`config.mk`:
```
export PLATFORM = sky130hd
export DESIGN_NAME = button_conditioner
export DESIGN_NICKNAME = d
export VERILOG_FILES = /design/src/rtl/button_conditioner_pkg.sv /design/src/rtl/debounce_channel.sv /design/src/rtl/button_conditioner.sv
export SDC_FILE = /design/constraint.sdc
export NUM_CORES = 1
export LEC_CHECK = 0
export CAP_MARGIN = 10
export CELL_PAD_IN_SITES_DETAIL_PLACEMENT = 2
export CELL_PAD_IN_SITES_GLOBAL_PLACEMENT = 2
export CORE_MARGIN = 8
export CORE_UTILIZATION = 42
export CTS_BUF_LIST = sky130_fd_sc_hd__clkbuf_4 sky130_fd_sc_hd__clkbuf_8
export DETAILED_ROUTE_END_ITERATION = 8
export HOLD_SLACK_MARGIN = 0.02
export PLACE_DENSITY_LB_ADDON = 0.05
export SLEW_MARGIN = 20
export SYNTH_ARGS = -nofsm -noshare
export SYNTH_HDL_FRONTEND = slang
export SYNTH_HIERARCHICAL = 1
export SYNTH_SLANG_ARGS = --single-unit
```
`constraint.sdc`:
```
create_clock -name clk -period 2.6 [get_ports clk]
set_input_delay 0.52 -clock clk [delete_from_list [all_inputs] [get_ports clk]]
set_output_delay 0.52 -clock clk [all_outputs]
set_load 0.02 [all_outputs]
```
`src/rtl/button_conditioner_pkg.sv`:
```
// Shared constants for the push-button front end: channel indices and
// default debounce timing used by the conditioner and its channels.
package button_conditioner_pkg;

   localparam int BTN_START_STOP = 0;
   localparam int BTN_LAP        = 1;
   localparam int BTN_CLEAR      = 2;

   localparam int DEFAULT_N_BUTTONS       = 3;
   // 10 ms of stability at the nominal 1 MHz clock
   localparam int DEFAULT_DEBOUNCE_CYCLES = 10000;
   localparam int DEFAULT_CNT_W           = 14;

endpackage

```
`src/rtl/debounce_channel.sv`:
```
// One button channel: two-flop synchronizer, hold-time debouncer and
// registered press/release pulses derived from the accepted level.
module debounce_channel
   import button_conditioner_pkg::*;
#(
   parameter int DEBOUNCE_CYCLES = DEFAULT_DEBOUNCE_CYCLES,
   parameter int CNT_W           = DEFAULT_CNT_W
) (
   input  logic clk,
   input  logic rst_n,
   input  logic ena,
   input  logic i_raw,
   output logic o_level,
   output logic o_press,
   output logic o_release
);

   localparam logic [CNT_W-1:0] CNT_LAST = CNT_W'(DEBOUNCE_CYCLES - 1);

   logic             r_sync1;
   logic             r_sync2;
   logic             r_stable;
   logic             r_press;
   logic             r_release;
   logic [CNT_W-1:0] r_cnt;

   logic [CNT_W-1:0] w_cntNext;
   logic             w_stableNext;
   logic             w_pressNext;
   logic             w_releaseNext;

   // The synchronizer ignores ena so the sampled level is always current
   always_ff @(posedge clk or negedge rst_n) begin
      if (!rst_n) begin
         r_sync1 <= 1'b0;
         r_sync2 <= 1'b0;
      end else begin
         r_sync1 <= i_raw;
         r_sync2 <= r_sync1;
      end
   end

   // Any return to the stable level restarts the hold count from zero
   always_comb begin
      w_cntNext     = r_cnt;
      w_stableNext  = r_stable;
      w_pressNext   = 1'b0;
      w_releaseNext = 1'b0;
      if (ena) begin
         if (r_sync2 == r_stable) begin
            w_cntNext = '0;
         end else if (r_cnt == CNT_LAST) begin
            w_cntNext     = '0;
            w_stableNext  = r_sync2;
            w_pressNext   = r_sync2;
            w_releaseNext = !r_sync2;
         end else begin
            w_cntNext = r_cnt + CNT_W'(1);
         end
      end
   end

   always_ff @(posedge clk or negedge rst_n) begin
      if (!rst_n) begin
         r_cnt     <= '0;
         r_stable  <= 1'b0;
         r_press   <= 1'b0;
         r_release <= 1'b0;
      end else begin
         r_cnt     <= w_cntNext;
         r_stable  <= w_stableNext;
         r_press   <= w_pressNext;
         r_release <= w_releaseNext;
      end
   end

   assign o_level   = r_stable;
   assign o_press   = r_press;
   assign o_release = r_release;

endmodule

```
`src/rtl/button_conditioner.sv`:
```
// Conditions the raw stopwatch push-buttons into clean clk-domain levels
// and single-cycle press/release pulses, one independent channel per button.
module button_conditioner
   import button_conditioner_pkg::*;
#(
   parameter int N_BUTTONS       = DEFAULT_N_BUTTONS,
   parameter int DEBOUNCE_CYCLES = DEFAULT_DEBOUNCE_CYCLES,
   parameter int CNT_W           = DEFAULT_CNT_W
) (
   input  logic                 clk,
   input  logic                 rst_n,
   input  logic                 ena,
   input  logic [N_BUTTONS-1:0] btn_raw,
   output logic [N_BUTTONS-1:0] btn_level,
   output logic [N_BUTTONS-1:0] btn_press,
   output logic [N_BUTTONS-1:0] btn_release
);

   for (genvar g = 0; g < N_BUTTONS; g++) begin : g_channel
      debounce_channel #(
         .DEBOUNCE_CYCLES(DEBOUNCE_CYCLES),
         .CNT_W          (CNT_W)
      ) u_channel (
         .clk      (clk),
         .rst_n    (rst_n),
         .ena      (ena),
         .i_raw    (btn_raw[g]),
         .o_level  (btn_level[g]),
         .o_press  (btn_press[g]),
         .o_release(btn_release[g])
      );
   end

endmodule

```
After elaboration in Yosys (flattened, before gate mapping) --
Cells that the tools add are included.
Word-level totals: input bits 6, bits in read-only memories 0, memories kept 0, RAM bits 0, output and inout port bits 9, register bits after elaboration 57, logic and storage cells 60, latch bits 0
Operators by class: multiply operators 0, shift-type cells 0, multiplexer cells 24, $lt $le $gt $ge 0, equal/unequal tests 6, add/sub/neg operators 3, reductions and logical operators 6, div/mod/pow operators 0, bitwise logic cells 3
Operators with widths (count):
- $mux 14 | 6
- $add 14x1->14 const B | 3
- $eq 14x14->1 const B | 3
- $mux 1 | 18
- $reduce_and 3->1 | 3
- $eq 1x1->1 | 3
- $logic_not 1->1 | 3
- $not 1->1 | 3

Depth between registers and ports, before layout --
Gate-level depths: netlist of run 1.
word-level depth 4, depth in mapped cells 6, mapped depth without buffers 5

Modules after synthesis --
Netlist of run 1, hierarchy kept.
Modules (own cells, without submodules):
- debounce_channel | area each 1078.5 µm², cells an instance 99, sequential area each 475.5 µm², times used 3

Least setup slack after synthesis of run 1 --
No wires, ideal clock.
path type register to register, start register g_channel[0].u_channel.r_cnt[11], end register g_channel[0].u_channel.r_stable, required time 2.475 ns, data arrival time 1.773 ns, path slack 0.702 ns, library setup time 0.125 ns, period minus slack after synthesis 1.898 ns, path buffers 0, stages on the path, launching flop included 5, cell sequence dfrtp_1 > or4b_4 > nor4_4 > nand2_1 > mux2_4
On the way: cells in the longest elaborated chain, start to end 2
Ends and longest elaborated chain:
- start: declaration | RTL line debounce_channel.sv:25 | logic [CNT_W-1:0] r_cnt;
- start signal: assignment | RTL line debounce_channel.sv:70 | r_cnt <= w_cntNext;
- $eq 14x14->1 | RTL line debounce_channel.sv:52 | end else if (r_cnt == CNT_LAST) begin
- $reduce_and 3->1 (no source line)
- end signal: assignment | RTL line debounce_channel.sv:71 | r_stable <= w_stableNext;
- end: declaration | RTL line debounce_channel.sv:22 | logic r_stable;
No other way between the ends. A chain may end at the register's enable or synchronous reset.

Final worst setup path of run 1 --
start register g_channel[0].u_channel.r_cnt[0], end register g_channel[0].u_channel.r_cnt[7]
On the way: cells in the longest elaborated chain, start to end 3, elaborated cells between the ends (all ways) 4, classes of those cells 1 x add/sub; 1 x eq/ne; 2 x mux
Ends and longest elaborated chain:
- $add 14x1->14 or $eq 14x14->1 (tied branches) | RTL line debounce_channel.sv:58, debounce_channel.sv:52
- $mux 14 (*) | RTL line debounce_channel.sv:52
- $mux 14 (*) | RTL line debounce_channel.sv:50 | if (r_sync2 == r_stable) begin
Every way passes the cells marked *; elsewhere a longest branch is shown, timed or not.

==> results of run 1 <==
[flip-flops by register name, indices dropped and copies added (netlist names)]
signal and flops:
g_channel.u_channel/o_level 3, g_channel.u_channel/o_press 3, g_channel.u_channel/o_release 3, g_channel.u_channel/r_cnt 42, g_channel.u_channel/r_sync1 3, g_channel.u_channel/r_sync2 3
[power by group through the flow]
stage	Combinational [uW]	Clock (uW)	Sequential, uW
6_report	176	788	1010
2_1_floorplan	121	0	1010
4_1_cts	181	822	1010
3_3_place_gp	170	0	1020
5_1_grt	197	839	1020
3_5_place_dp	178	0	1030
[cell usage after synthesis, types with 6 or more instances]
cell	count	area (sq um)
nor3_1	9	45.04
ha_1	6	75.07
a22o_1	9	78.83
nor3b_1	27	202.7
nand2_1	18	67.56
or3_1	6	37.54
o311ai_0	18	157.7
nand4_1	9	56.30
o31ai_1	6	45.04
nor4_4	6	127.6
dfrtp_1	57	1426
nor2b_1	6	37.54
nor4_1	24	150.1
inv_1	15	56.30
o21a_1	18	135.1
nand3_1	12	60.06
[critical path, delay by kind of cell, from the launching register on]
kind	cells	cell delay [ns]
simple gates	2	0.81
flops	1	0.44
compound gates	2	0.33
buf+inv	1	0.25
fa+ha+maj	1	0.24
[layout make-up]
type	count	area, sq um	share of cell area [%]
multi-input combinational	213	1637	44.83
sequential	57	1426	39.07
timing repair buffer	25	217.7	5.963
tap	102	127.6	3.496
clock buffer	9	123.9	3.393
clock inverter	7	62.56	1.714
inverter	15	56.30	1.542
[final timing paths]
| path | end | startpoint | slack, ns | cells past startpoint |
|---|---|---|---|---|
| max in group asynchronous | g_channel[0].u_channel/r_cnt[2]$_DFFE_PN0P_ | rst_n | 1.81 | 2 |
| worst max register to register | g_channel[0].u_channel/r_cnt[7]$_DFFE_PN0P_ | g_channel[0].u_channel/r_cnt[0]$_DFFE_PN0P_ | 0.42 | 6 |
| worst min register to register | g_channel[2].u_channel/r_sync2$_DFF_PN0_ | g_channel[2].u_channel/r_sync1$_DFF_PN0_ | 0.36 | 0 |
| worst min-delay path | g_channel[1].u_channel/r_cnt[2]$_DFFE_PN0P_ | rst_n | 0.12 | 1 |
| worst max-delay path | g_channel[0].u_channel/r_cnt[7]$_DFFE_PN0P_ | g_channel[0].u_channel/r_cnt[0]$_DFFE_PN0P_ | 0.42 | 6 |
| min in group clk | g_channel[2].u_channel/r_sync2$_DFF_PN0_ | g_channel[2].u_channel/r_sync1$_DFF_PN0_ | 0.36 | 0 |
[cell families (layout without fill, tap and decap cells)]
| logic type | count (synthesis) | after routing | share of synthesized area [%] |
|---|---|---|---|
| fa+ha+maj | 6 | 6 | 2.320 |
| xor+xnor | 3 | 3 | 0.8122 |
| mux | 6 | 6 | 2.436 |
| buf+inv | 27 | 56 | 5.336 |
| flops | 57 | 57 | 44.08 |
| simple gates | 129 | 129 | 27.26 |
| compound gates | 69 | 69 | 17.75 |
[metal layers]
layer	share of wire [%]	up-vias	GRT usage, %	routed length (um)
met2	49	26	28.60	4299
met5	0	-	0	0
met1	48	1357	21.18	4133
met3	1.8	9	3.470	156
li1	-	1218	-	-
met4	1.2	0	5.377	100
[stage by stage]
stage               instances  area [sq um]  util [%]  hold slack [ns]  total power (uW)
global route              428          3651     47.99           0.1424              2059
finish                    428          3651     47.99           0.1204              1975
global placement          412          3465     45.54           0.3353              1193
CTS                       428          3651     47.99           0.1202              2014
detailed placement        412          3465     45.54           0.3441              1207
floorplan                 297          3236         -           0.2244              1128
==> impl_results.rst, run 1 <==
.. list-table::
   :header-rows: 1

   * - Metric
     - Value
   * - CTS tree
     - done
   * - Starting Density
     - 42.53%
   * - Total GRT Usage
     - 16.96%
   * - CTS max path bufs
     - 2
   * - Count of synthesis-stage warnings from yosys
     - 6
   * - Combinational share of power
     - 8.9%
   * - Mapped Nets
     - 309
   * - Row cnt
     - 32
   * - # clock sinks
     - 57
   * - Number of setup violations in the final report
     - 0
   * - Number of buffers inserted by port buffering
     - 14
   * - Post-Route WL
     - 8.689 mm
   * - Number of nets still failing antenna checks after routing
     - 0
   * - Number of I/O pins
     - 15
   * - Nets@finish
     - 333
   * - Average instance area after synthesis
     - 10.89 sq um
   * - Cell at the root of the clock tree
     - clkbuf_8
   * - Antenna diode instance count
     - 0
   * - Status
     - completed
   * - Area enclosed by the die boundary
     - 10770 sq um
   * - Number of flops mapped to enable cells by yosys
     - 0
   * - Number of vias per cell
     - 6.098
   * - Setup Crit Path Kind
     - flip-flop to flip-flop
   * - Max-slew violation count
     - 0
   * - Setup TNS after final layout
     - 0 ns
   * - Deepest level of the CTS H-tree
     - 3
   * - Cell-by-cell trace of the critical path
     - ha_1 -> nand3_1 -> nor4_4 -> buf_4 -> o31ai_2 -> a22o_1
   * - Share of the clock period used by the worst path
     - between 80% and 90%
   * - Highest clock frequency the design can meet
     - around 460 MHz
   * - Filler cells
     - roughly 800
   * - Most common library cell in the layout ignoring fill and taps
     - dfrtp_1
   * - Cell area after technology mapping
     - roughly 3200 sq um
   * - Crit start category
     - flip-flop
   * - Die Y-Extent
     - 103.8 um
   * - Max FO, Critical Path
     - 9
   * - Aggregate global routing overflow
     - 0
   * - Worst-case headroom to the max-slew limit
     - 58.52%
   * - Number of synthesized register bits
     - between 50 and 60
   * - Share of async-settable or async-resettable flops after synthesis
     - 100.0%
   * - Hold Fails Final Rpt
     - 0
   * - Internal Pwr Total
     - 1381 uW
   * - Number of instances in the synthesized netlist
     - 297
   * - First-pass GRT wire length
     - 15.03 mm
   * - Most used flip-flop cell after synthesis
     - dfrtp_1
   * - Post-synthesis to final-layout area growth
     - 12.84%
   * - MaxCap Viol Count
     - 0
   * - Synth cell types
     - 33
   * - Clock latency on the worst-skew pair
     - 0.35 ns
   * - Chip width
     - 103.8 um
   * - TritonRoute pass-1 iters
     - 4
   * - Sequential area share after synthesis
     - roughly 44%
   * - TritonCTS Buffers
     - 9
   * - Gpl congestion
     - 0.7324
   * - Post-route setup slack
     - 0.4250 ns
   * - Vias in the first global route
     - ~2900
   * - Final setup skew
     - 0.01079 ns
   * - Min Clock Period, post-route
     - 2.175 ns
   * - Delay of the slowest cell on the worst path
     - 0.50 ns
   * - Total leakage power
     - ~0.0014 uW
   * - Path class of the lowest-slack min-delay path
     - input pin to asynchronous set/reset pin
   * - Highest-count cells in the layout ignoring fill and taps
     - dfrtp_1 (57), nor3b_1 (27), nor4_1 (24)
   * - Number of antenna violations at the first check in global routing
     - 0
   * - Clock power frac
     - 39.9%
   * - Detailed placer's ending HPWL
     - 5.961 mm
   * - RSZ-0062 raised after global routing
     - false
   * - Core outline area
     - 7607 sq um
   * - Sequential fraction of design power
     - 51.2%
   * - Maximum number of pins on one net before global-route repair
     - 26
   * - Placement-stage worst setup slack
     - 0.4147 ns
   * - Overall via count from detail_route
     - 2610
   * - Total of cells resized after clock tree synthesis
     - 0
   * - Number of buffers inserted to repair setup after CTS
     - 0
   * - Worst IR Drop VDD
     - 0.2513 mV
   * - Clock transition at the register clock pins on the worst setup and hold paths after CTS
     - ~0.080 ns
   * - Arrival time at the worst endpoint
     - 2.41 ns
   * - Ratio of total power to cell area
     - between 500 and 600 nW/um^2
   * - Required time at the worst-slack endpoint
     - 2.83 ns
   * - Post-cts hold buffer count
     - 0
   * - Transition time of the tightest slew-check pin
     - 0.6175 ns
   * - Type of element capturing the critical path
     - flip-flop
   * - Sw Share
     - 30.06%
   * - Routed length per instance
     - slightly above 20 um
   * - Ratio of cells with drive above 1 in the final layout
     - 15.95%
   * - Worst-path cell with the longest stage delay
     - nor4_4
   * - Remaining DRCs
     - 0
   * - NetSw
     - 593.5 uW
   * - Detailed Route Iter0 Violations
     - 78
No activity file was read; power rests on OpenSTA's default activity.
==> inputs of run 2 (changes only) <==
--- a/config.mk
+++ b/config.mk
@@ -9,7 +9,7 @@
 export CELL_PAD_IN_SITES_DETAIL_PLACEMENT = 2
 export CELL_PAD_IN_SITES_GLOBAL_PLACEMENT = 2
 export CORE_MARGIN = 8
-export CORE_UTILIZATION = 42
+export CORE_UTILIZATION = 38
 export CTS_BUF_LIST = sky130_fd_sc_hd__clkbuf_4 sky130_fd_sc_hd__clkbuf_8
 export DETAILED_ROUTE_END_ITERATION = 8
 export HOLD_SLACK_MARGIN = 0.02
==> constraint.sdc (replaced) <==
create_clock -name clk -period 1.9 [get_ports clk]
set_input_delay 0.38 -clock clk [delete_from_list [all_inputs] [get_ports clk]]
set_output_delay 0.38 -clock clk [all_outputs]
set_load 0.02 [all_outputs]
==> run 2 against run 1 <==
Net effect: the run now ends with setup timing left; core utilization grew 2.7 points; sequential share of layout area shrank 4.8 points; flip-flop and latch count unchanged; first-iteration DRC count is 9.0% higher; largest cell class unchanged; largest power group unchanged.
==> impl_results.rst, run 2 (synthesized netlist as in run 1, its figures left out) <==
.. list-table::
   :header-rows: 1

   * - Metric
     - Value
   * - Cell at the root of the clock tree
     - clkbuf_8
   * - Highest-count cells in the layout ignoring fill and taps
     - dfrtp_1 (57), buf_4 (51), nor3b_1 (25)
   * - Maximum number of pins on one net before global-route repair
     - 58
   * - Required time at the worst-slack endpoint
     - 2.13 ns
   * - Number of antenna violations at the first check in global routing
     - 0
   * - Worst flop-to-flop path endpoint
     - g_channel[1].u_channel/r_cnt[9]$_DFFE_PN0P_
   * - Vias in the first global route
     - 3091
   * - Post-Route WL
     - 9.857 mm
   * - Worst IR Drop VDD
     - about 0.33 mV
   * - Number of I/O pins
     - 15
   * - Violated checks
     - setup timing
   * - First-pass GRT wire length
     - 15.91 mm
   * - Total leakage power
     - 0.001727 uW
   * - Clock latency on the worst-skew pair
     - 0.34 ns
   * - Register cell area after layout
     - around 1400 sq um
   * - Fin cells
     - 481
   * - Row cnt
     - 33
   * - Post-cts hold buffer count
     - 0
   * - Detailed Route Iter0 Violations
     - 85
   * - Deepest level of the CTS H-tree
     - 3
   * - Antenna diode instance count
     - 0
   * - Placement-stage cell area
     - around 3800 sq um
   * - Final setup skew
     - 0.009136 ns
   * - Hold Fails Final Rpt
     - 0
   * - RSZ-0062 raised after global routing
     - true
   * - Origin of the critical flop-to-flop path
     - g_channel[1].u_channel/r_cnt[12]$_DFFE_PN0P_
   * - Chip width
     - 108.3 um
   * - Global-route met3 utilization
     - around 3.8%
   * - # clock sinks
     - 57
   * - Post-route setup slack
     - -0.01485 ns
   * - Routed length per instance
     - 20.49 um
   * - Count of placed standard cells including taps
     - 457
   * - Multi-input logic area
     - between 1500 and 2000 sq um
   * - Worst Hold Margin
     - between 0.015 and 0.02 ns
   * - Number of nets still failing antenna checks after routing
     - 0
   * - Core outline area
     - 8217 sq um
   * - Worst-case headroom to the max-slew limit
     - 72.54%
   * - Max FO, Critical Path
     - 6
   * - Gpl congestion
     - 0.7899
   * - Worst reg-to-reg setup slack
     - -0.01 ns
   * - CTS tree
     - done
   * - Detailed placer's ending HPWL
     - 6.695 mm
   * - Crit start category
     - flip-flop
   * - Remaining DRCs
     - 0
   * - Cell-by-cell trace of the critical path
     - or4b_4 -> buf_6 -> nor4_4 -> buf_4 -> nor3_1 -> o22a_1
   * - Share of the clock period used by the worst path
     - 100.8%
   * - Cell area after layout
     - 4168 sq um
   * - Die Y-Extent
     - 108.3 um
   * - Number of vias per cell
     - 5.867
   * - Register ranked first by flip-flop count
     - g_channel.u_channel/r_cnt
   * - Highest clock frequency the design can meet
     - 522.2 MHz
   * - Transition time of the tightest slew-check pin
     - 0.4081 ns
   * - Flip-flop count of the largest register, all copies and words added
     - 42
   * - Peak-usage layer in the global routing report
     - met2
   * - Overall via count from detail_route
     - 2822
   * - Status
     - complete, but fails checks
   * - Worst-path cell with the longest stage delay
     - or4b_4
   * - Ratio of cells with drive above 1 in the final layout
     - 30.05%
   * - Number of setup violations in the final report
     - 3
   * - Setup Crit Path Kind
     - flip-flop to flip-flop
   * - Post-synthesis to final-layout area growth
     - 28.81%
   * - Ratio of total power to cell area
     - 669.1 nW/um^2
   * - Nets@finish
     - between 300 and 400
   * - Met1 capacity usage during global routing
     - approximately a fifth
   * - Arrival time at the worst endpoint
     - 2.14 ns
   * - Length in cells of the worst reg-to-reg path
     - 6
   * - Starting Density
     - about two fifths
   * - CTS max path bufs
     - 2
   * - Aggregate global routing overflow
     - 0
   * - Total GRT Usage
     - 17.31%
   * - MaxCap Viol Count
     - 0
   * - Clock transition at the register clock pins on the worst setup and hold paths after CTS
     - about 0.080 ns
   * - Delay of the slowest cell on the worst path
     - 0.57 ns
   * - Type of element capturing the critical path
     - flip-flop
   * - Path class of the lowest-slack min-delay path
     - input pin to asynchronous set/reset pin
   * - TritonRoute pass-1 iters
     - 4
   * - Min Clock Period, post-route
     - 1.915 ns
   * - Max-slew violation count
     - 0
   * - Met2 global-route usage
     - 29.90%
   * - Filler cells
     - 836
   * - Area enclosed by the die boundary
     - 11720 sq um
   * - Number of buffers inserted by port buffering
     - 14
   * - Most common library cell in the layout ignoring fill and taps
     - dfrtp_1
   * - TritonCTS Buffers
     - 9
[run 2: cell count changes in the layout (fill, tap and decap cells not counted), sizes merged]
| cell | before | now |
|---|---|---|
| buf | 12 | 62 |
[run 2: worst max-delay path by stage]
stage | from | end | cells after the start
after floorplan | g_channel[0].u_channel/r_cnt[11]$_DFFE_PN0P_ | g_channel[0].u_channel/o_level$_DFFE_PN0P_ | 4
after global placement | g_channel[0].u_channel/r_cnt[11]$_DFFE_PN0P_ | g_channel[0].u_channel/r_cnt[5]$_DFFE_PN0P_ | 5
after detailed placement | g_channel[2].u_channel/r_cnt[6]$_DFFE_PN0P_ | g_channel[2].u_channel/r_cnt[5]$_DFFE_PN0P_ | 5
after CTS | g_channel[2].u_channel/r_cnt[6]$_DFFE_PN0P_ | g_channel[2].u_channel/r_cnt[9]$_DFFE_PN0P_ | 6
after global routing | g_channel[2].u_channel/r_cnt[6]$_DFFE_PN0P_ | g_channel[2].u_channel/r_cnt[5]$_DFFE_PN0P_ | 5
final | g_channel[1].u_channel/r_cnt[12]$_DFFE_PN0P_ | g_channel[1].u_channel/r_cnt[9]$_DFFE_PN0P_ | 6
[run 2: per-stage QoR]
step / power [uW] / worst slack, ns / utilization [%] / setup TNS [ns]
5_1_grt: 2909 / -0.06301 / 50.72 / -0.4044
6_report: 2788 / -0.01485 / 50.72 / -0.04171
4_1_cts: 2819 / -0.08488 / 49.90 / -0.4526
3_5_place_dp: 1711 / -0.1396 / 46.81 / -1.222
2_1_floorplan: 1544 / 0.001664 / - / 0
3_3_place_gp: 1684 / -0.04019 / 46.81 / -0.1512
[run 2: routing by layer]
metal	routed length, um	up-vias	share of wire [%]
li1	-	1308	-
met1	4398	1451	45
met2	5093	51	52
met3	264	12	2.7
met4	100	0	1.0
met5	0	-	0
[run 2: worst max-delay path, delay by kind of cell (launching register included)]
family                 cells  cell delay [ns]
and+or+nand+nor            3             0.87
DFF                        1             0.39
buffers and inverters      2             0.35
AOI/OAI and AO/OA          1             0.19
[run 2: area by class of cell]
class,count,area share (%)
clock buffer,9,2.972
clock inverter,7,1.501
inverter,15,1.351
multi-input combinational,213,40.62
sequential,57,34.22
tap,105,3.152
timing repair buffer,75,16.18
[run 2: report_power, final]
group	internal, uW	switching [uW]	total (uW)
logic	151	172	324
clock network	497	593	1090
registers	1290	86.3	1370
[run 2: what timing repair did]
action	CTS	global route
pin swaps	8	2
setup endpoints to repair	30	22
cloned	0	1
gates resized for setup	9	11
setup buffers	4	3
endpoints found under the hold margin	0	0
==> inputs of run 3 (changes only) <==
--- a/config.mk
+++ b/config.mk
@@ -11,6 +11,7 @@
 export CORE_MARGIN = 8
 export CORE_UTILIZATION = 38
 export CTS_BUF_LIST = sky130_fd_sc_hd__clkbuf_4 sky130_fd_sc_hd__clkbuf_8
+export CTS_CLUSTER_SIZE = 40
 export DETAILED_ROUTE_END_ITERATION = 8
 export HOLD_SLACK_MARGIN = 0.02
 export PLACE_DENSITY_LB_ADDON = 0.05
==> results of run 3 <==
Final layout, timing and power as in run 2 (identical DEF).
